[config.mk]
export PLATFORM = sky130hd
export DESIGN_NAME = pipe_stage_skid
export DESIGN_NICKNAME = d
export VERILOG_FILES = /design/src/rtl/pipe_stage_skid_pkg.sv /design/src/rtl/pipe_stage_skid_flopenrc.sv /design/src/rtl/pipe_stage_skid.sv
export SDC_FILE = /design/constraint.sdc
export NUM_CORES = 1
export LEC_CHECK = 0
export CORE_AREA = 2 2 101 103
export CTS_CLUSTER_DIAMETER = 150
export CTS_CLUSTER_SIZE = 14
export DETAILED_ROUTE_END_ITERATION = 10
export DIE_AREA = 0 0 103 105
export PLACE_DENSITY = 0.67
export SYNTH_ARGS = -nofsm -noshare
export SYNTH_HDL_FRONTEND = slang
export SYNTH_HIERARCHICAL = 1
export SYNTH_SLANG_ARGS = --single-unit
[constraint.sdc]
create_clock -name clk -period 2.7 [get_ports clk]
set_clock_uncertainty 0.15 [all_clocks]
set_input_delay 0.54 -clock clk [delete_from_list [all_inputs] [get_ports clk]]
set_output_delay 0.54 -clock clk [all_outputs]
set_load 0.02 [all_outputs]
[src/rtl/pipe_stage_skid_pkg.sv]
// Shared definitions for valid/ready pipeline stages: entry-state encoding and occupancy width.
package pipe_stage_skid_pkg;

  localparam int OCC_W = 2;

  // Encoding is {skid_v, main_v} so bit 0 doubles as out_valid
  typedef enum logic [1:0] {
    PS_EMPTY = 2'b00,
    PS_ONE   = 2'b01,
    PS_TWO   = 2'b11
  } ps_state_e;

endpackage

[src/rtl/pipe_stage_skid_flopenrc.sv]
// Payload register: async reset, synchronous clear (wins over enable), active-high enable.
module flopenrc #(
  parameter int WIDTH = 32
) (
  input  logic             clk,
  input  logic             reset,
  input  logic             en,
  input  logic             clear,
  input  logic [WIDTH-1:0] d,
  output logic [WIDTH-1:0] q
);

  always_ff @(posedge clk or posedge reset) begin
    if (reset)      q <= '0;
    else if (clear) q <= '0;
    else if (en)    q <= d;
  end

endmodule

[src/rtl/pipe_stage_skid.sv]
// Generic valid/ready pipeline stage with optional 2-entry skid, sync flush and a
// saturating count of valid entries discarded by flush.
module pipe_stage_skid
  import pipe_stage_skid_pkg::*;
#(
  parameter int WIDTH = 32,
  parameter int SKID  = 1,
  parameter int CNT_W = 8
) (
  input  logic             clk,
  input  logic             reset,
  input  logic             flush,
  input  logic             in_valid,
  output logic             in_ready,
  input  logic [WIDTH-1:0] in_data,
  output logic             out_valid,
  input  logic             out_ready,
  output logic [WIDTH-1:0] out_data,
  output logic [1:0]       occupancy,
  output logic [CNT_W-1:0] drop_cnt
);

  localparam int SUM_W = ((CNT_W > OCC_W) ? CNT_W : OCC_W) + 1;

  ps_state_e        state;
  logic             main_v, skid_v;
  logic             accept, emit;
  logic             main_en;
  logic [WIDTH-1:0] main_d;
  logic [OCC_W-1:0] occ_q;
  logic [CNT_W-1:0] drop_q;
  logic [OCC_W-1:0] dropped;
  logic [SUM_W-1:0] drop_sum;
  logic [CNT_W-1:0] drop_nxt;

  assign main_v = (state != PS_EMPTY);
  assign skid_v = (state == PS_TWO);
  assign accept = in_valid & in_ready;
  assign emit   = main_v & out_ready;

  generate
    if (SKID != 0) begin : g_skid
      logic             skid_en;
      logic [WIDTH-1:0] skid_q;

      // in_ready comes from flops only, breaking the out_ready -> in_ready path
      assign in_ready = ~skid_v & ~flush;
      assign main_en  = (accept & (~main_v | emit)) | (skid_v & emit);
      assign main_d   = skid_v ? skid_q : in_data;
      assign skid_en  = accept & main_v & ~emit;

      flopenrc #(.WIDTH(WIDTH)) u_skid (
        .clk   (clk),
        .reset (reset),
        .en    (skid_en),
        .clear (flush),
        .d     (in_data),
        .q     (skid_q)
      );
    end else begin : g_noskid
      assign in_ready = (~main_v | out_ready) & ~flush;
      assign main_en  = accept;
      assign main_d   = in_data;
    end
  endgenerate

  flopenrc #(.WIDTH(WIDTH)) u_main (
    .clk   (clk),
    .reset (reset),
    .en    (main_en),
    .clear (flush),
    .d     (main_d),
    .q     (out_data)
  );

  // An entry emitted in the flush cycle was consumed downstream, so it is not a drop
  assign dropped  = occ_q - OCC_W'(emit);
  assign drop_sum = SUM_W'(drop_q) + SUM_W'(dropped);
  assign drop_nxt = (drop_sum > SUM_W'({CNT_W{1'b1}})) ? {CNT_W{1'b1}} : drop_sum[CNT_W-1:0];

  always_ff @(posedge clk or posedge reset) begin
    if (reset) begin
      state  <= PS_EMPTY;
      occ_q  <= '0;
      drop_q <= '0;
    end else if (flush) begin
      state  <= PS_EMPTY;
      occ_q  <= '0;
      drop_q <= drop_nxt;
    end else begin
      occ_q <= occ_q + OCC_W'(accept) - OCC_W'(emit);
      unique case (state)
        PS_EMPTY: if (accept) state <= PS_ONE;
        PS_ONE: begin
          if (accept & ~emit & (SKID != 0)) state <= PS_TWO;
          else if (emit & ~accept)          state <= PS_EMPTY;
        end
        PS_TWO:   if (emit) state <= PS_ONE;
        default:  state <= PS_EMPTY;
      endcase
    end
  end

  assign out_valid = main_v;
  assign occupancy = occ_q;
  assign drop_cnt  = drop_q;

endmodule

Word-level counts from Yosys, hierarchy flattened
Index checks and enable logic that the tools add are counted.
{ "op_classes": {"add_sub_neg": 4, "order_cmp": 1, "eq_ne": 5, "n_mux": 13, "bitwise": 16, "n_reduce_logical": 5} }
{ "ops": {"columns": ["operator", "n"], "rows": [
  ["32-bit two-way mux", 5],
  ["2-bit two-way mux", 6],
  ["8-bit by 2-bit adder with 9-bit output", 1],
  ["1-bit bitwise AND", 9],
  ["9-bit by 8-bit greater-than comparator with 1-bit output (second input constant)", 1],
  ["8-bit two-way mux", 1],
  ["2-bit one-hot mux with 3 select lines", 1],
  ["2-bit nonzero test", 3],
  ["1-bit NOT", 5],
  ["4-bit inequality test (second input constant)", 1],
  ["2-bit by 1-bit subtractor with 2-bit output", 2],
  ["3-bit by 2-bit inequality test with 1-bit output (second input constant)", 1],
  ["3-bit inequality test (second input constant)", 1],
  ["3-bit AND reduction", 1],
  ["2-bit by 1-bit adder with 2-bit output", 1],
  ["2-bit by 1-bit == test with 1-bit output (second input constant)", 1],
  ["2-bit == test (second input constant)", 1],
  ["2-bit logical NOT", 1],
  ["1-bit OR", 2]
]} }
{ "totals": {"regBits": 76, "in_bits": 37, "output_inout_bits": 44, "elab_cells": 49} }

Longest topological paths before layout
{ "depth": {"word_depth": 10, "mapped_depth": 11, "ltp_nobuf": 11} }

Modules after synthesis
Netlist, hierarchy kept.
{ "by_module_without_submodules": {"columns": ["module", "n_inst", "cells_per_inst", "area_per_inst_um2", "seq_area_each_um2"], "rows": [
  ["flopenrc", 2, 104, 1327.5, 800.8],
  ["pipe_stage_skid", 1, 126, 1212.4, 300.3]
]} }

Worst setup path before layout
Ideal clock, no wire load.
{ "synth_timing": {"path_kind": "flip-flop to flip-flop", "from": "register state[0]", "to": "register drop_q[6] (netlist: drop_cnt[6])", "setup_time_ns": 0.088, "arrival_time_ns": 2.310, "required_time_ns": 2.462, "slack_ns": 0.152, "stages_incl_launch_ff": 12, "path_buffers": 0, "synth_period_minus_slack_ns": 2.548, "cell_sequence": "dfrtp_1 inv_1 ha_1 nor2b_1 ha_1 inv_1 ha_1 inv_1 fa_1 and4b_1 a31oi_1 a41oi_1"} }
{ "synth_between": {"elab_chain_len": 6} }
{ "synth_lines": {"columns": ["item", "line", "text"], "rows": [
  ["start, declared", "pipe_stage_skid.sv:25", "ps_state_e state;"],
  ["start signal, assigned", "pipe_stage_skid.sv:83", "state <= PS_EMPTY;"],
  ["start signal, assigned", "pipe_stage_skid.sv:87", "state <= PS_EMPTY;"],
  ["start signal, assigned", "pipe_stage_skid.sv:93", "PS_EMPTY: if (accept) state <= PS_ONE;"],
  ["2-bit nonzero test (*)", "pipe_stage_skid.sv:36", "assign main_v = (state != PS_EMPTY);"],
  ["1-bit bitwise AND (*)", "pipe_stage_skid.sv:39", "assign emit = main_v & out_ready;"],
  ["2-bit by 1-bit subtractor with 2-bit output (*)", "pipe_stage_skid.sv:77", "assign dropped = occ_q - OCC_W'(emit);"],
  ["8-bit by 2-bit adder with 9-bit output (*)", "pipe_stage_skid.sv:78", "assign drop_sum = SUM_W'(drop_q) + SUM_W'(dropped);"],
  ["9-bit by 8-bit greater-than comparator with 1-bit output", "pipe_stage_skid.sv:79", "assign drop_nxt = (drop_sum > SUM_W'({CNT_W{1'b1}})) ? {CNT_W{1'b1}} : drop_sum[CNT_W-1:0];"],
  ["8-bit two-way mux (*)", "pipe_stage_skid.sv:79", null],
  ["end signal, assigned", "pipe_stage_skid.sv:89", "drop_q <= drop_nxt;"],
  ["end, declared", "pipe_stage_skid.sv:31", "logic [CNT_W-1:0] drop_q;"]
]} }
Mark *: on every way between the ends. The rest lies on a longest branch, timed or not.
A chain may end at the register's enable or synchronous reset.

Worst setup path after layout
{ "layout_timing": {"from": "input port out_ready", "to": "register drop_q[6] (netlist: drop_cnt[6])"} }
{ "layout_between": {"elab_chain_len": 5} }
{ "layout_lines": {"columns": ["item", "line", "text"], "rows": [
  ["start, declared", "pipe_stage_skid.sv:17", "input logic out_ready,"],
  ["1-bit bitwise AND (*)", "pipe_stage_skid.sv:39", null],
  ["2-bit by 1-bit subtractor with 2-bit output (*)", "pipe_stage_skid.sv:77", null],
  ["8-bit by 2-bit adder with 9-bit output (*)", "pipe_stage_skid.sv:78", null],
  ["9-bit by 8-bit greater-than comparator with 1-bit output", "pipe_stage_skid.sv:79", null],
  ["8-bit two-way mux (*)", "pipe_stage_skid.sv:79", null]
]} }
Marked as above.

==> results by group <==
Placement
  – GP Congestion: 0.7656
  – Dpl cell area: 0.004817 mm²
  – Pre-CTS setup slack: -338.3 ps
  – Buffers on Ports: 80
  – DP HPWL: 5470 µm

Global route
  – GRT met1 Usage: 21.95%
  – Met3 GRT Util: 3.411%
  – M2 GR Usage: 24.44%
  – GRT Util Overall: 15.89%
  – Largest net degree at the start of global routing: 52
  – Grt total ovfl: 0
  – Most Crowded Layer GR: met2
  – First-pass GRT wire length: 13600 µm
  – Initial antenna violation count: 0
  – Vias in the first global route: 2804

Cells and area
  – Util after Layout: 52.25%
  – Diode count: 0
  – Nets: 470
  – Area Overhead vs Synth: 30.22%
  – Final Instance Area: 0.005036 mm²
  – Proportion of layout cells with a drive suffix above 1: 17.14%

Detailed routing
  – Post-DRT Antenna Nets: 0
  – Total Wirelength: 8213 µm
  – Via density: 4.810
  – Routed wire per std cell: 14.69 µm
  – 1st-pass router iterations: 4
  – Vias post-DR: 2689
  – Initial DRC count: 51
  – # DRC: 0

Worst setup path
  – CP endpoint kind: register
  – CP startpoint kind: primary input
  – CP arrival: 2640 ps
  – CP max FO: 5
  – Setup CP Type: primary input to register
  – R2R Setup Slk: 230 ps
  – Reg-to-reg endpoint: drop_cnt[6]
  – Worst R2R Path Depth: 11
  – CP required: 2810 ps
  – RR Startpoint: state[0]
  – Worst setup path startpoint: out_ready

Logic synthesis
  – Post-synth EDFFs: 0
  – Post-synthesis cell count: 334
  – Syn_nets: 382
  – Synth unique cells: 32
  – Yosys warns: 6
  – Predominant post-synthesis flop cell: dfrtp_1
  – Syn Std Cell Area: 0.003867 mm²
  – Sequential area share after synthesis: 49.18%
  – #FFs+latches synth: 76
  – Ys async rst share: 100.0%
  – Synth Area per Inst: 11.58 µm²

Pwr
  – Worst VDD drop: 528.0 µV
  – Static leakage: 2.175 nW
  – Pwr Density: 667.5 mW/mm²

Timing
  – Final period utilization: 93.77%
  – Setup WS post-layout: 168.3 ps
  – RSZ-0062 raised after global routing: no
  – Slew Limit Fails: 0
  – Crit path time final: 2532 ps
  – Count of final hold-check violations: 0
  – Setup TNS: 0 ps
  – Fin Hold WS: 351.5 ps
  – Worst slew pin tran: 500.1 ps
  – Fmax: 395.0 MHz
  – Setup-failing EPs final: 0
  – Slew HR: 66.66%

Clock tree
  – TritonCTS Buffers: 9
  – Clk buf depth: 2
  – Worst-Skew Late Latency: 340 ps
  – CTS clk-pin slew, worst paths: 80 ps
  – Htree depth: 3
  – CTS sink cnt: 76
  – Root Driver: clkbuf_8
  – CTS tree: done

Floorplan
  – Chip height: 105 µm
  – Rows: 36
  – Core Footprint: 0.009639 mm²
  – Die area: 0.01082 mm²
  – I/O pin count: 81
  – Initial core utilization: 40.12%
  – Die extent in x: 103 µm

Hold path
  – Min-Delay Path Class: primary input to asynchronous set/reset pin

Status
  – Status: completed

Run
  – # Max-Cap Violations: 0
==> power breakdown <==
| group | switching, mW | leakage [nW] | internal, mW | total, mW |
|---|---|---|---|---|
| clock | 0.410 | 0.102 | 0.513 | 0.923 |
| combinational | 0.518 | 1.04 | 0.545 | 1.06 |
| sequential | 0.122 | 1.03 | 1.25 | 1.38 |
==> cell families after synthesis <==
logic type	synth area share, %
XOR/XNOR	0.6795
multiplexers	26.98
adder cells (fa/ha/maj)	3.753
flip-flops	49.17
AND/OR/NAND/NOR	10.39
buffers and inverters	6.632
AO/OA/AOI/OAI	2.394
==> layer usage <==
metal  wire length, µm  vias up
met5                 0        -
met1              3828     1314
met2              3896       65
li1                  -     1302
met4                93        0
met3               395        8
==> final cells by class <==
cell class	count	area (µm²)
multi-input cells	222	1742
clock inverters	5	77.57
repair buffers	97	960.9
well taps	133	166.4
clock buffers	10	127.6
inverters	16	60.06
fillers	923	4603
flip-flops and latches	76	1902
==> registers in the layout (all words and copies together), names as in the netlist <==
name / count
drop_cnt: 8
state: 2
occupancy: 2
u_main/q: 32
g_skid.u_skid/q: 32
==> per-stage QoR <==
step,instances,power (mW)
2_1_floorplan,334,2.009
3_3_place_gp,544,2.439
3_5_place_dp,544,2.458
4_1_cts,559,3.405
5_1_grt,559,3.580
6_report,559,3.362
==> cells in the mapped netlist, drive strengths merged, types with 2 or more instances <==
cell type	count	area, µm²
ha	10	125.1
nor3	2	10.01
xor2	2	17.52
or3	2	12.51
nor2b	3	18.77
mux2	34	382.9
nand2	6	22.52
o21ai	2	10.01
inv	16	60.06
buf	10	158.9
nor2	69	259.0
dfrtp	76	1902
clkbuf	10	37.54
nand3	5	25.02
mux2i	66	660.6
nand2b	2	12.51
a21oi	3	15.01
a31oi	4	25.02
==> critical path, cell delays in order <==
cell and delay, ps:
clkdlybuf4s50_1 480, nor2b_2 160, ha_1 230, inv_1 50, ha_1 150, inv_1 50
fa_2 350, and4b_2 340, a31oi_1 100, a41oi_1 170
==> timing repair <==
action | CTS | global route
resized for setup | 0 | 4
buffers inserted | 0 | 0
setup endpoints to repair | 0 | 2
hold buffers | 0 | 0
==> how the worst max path moves through the flow <==
stage	end	depth (start not counted)
after detailed placement	drop_cnt[6]	10
after global routing	drop_cnt[6]	10
after CTS	drop_cnt[6]	10
after global placement	drop_cnt[6]	10
after floorplan	drop_cnt[6]	11
final	drop_cnt[6]	10
==> cell usage in the layout, fill, tap and decap left out, drive strengths merged, types with 2 or more instances in the layout <==
cell,n
clkdlybuf4s50,79
nand3,5
bufinv,2
nand2b,2
nand2,6
clkinv,2
o21ai,2
mux2,34
nor3,2
nor2,69
clkbuf,10
nor2b,3
xor2,2
mux2i,66
inv,16
buf,18
a31oi,4
dfrtp,76
a21oi,3
or3,2
ha,10
Note: power is estimated with default switching activity, not from simulation.
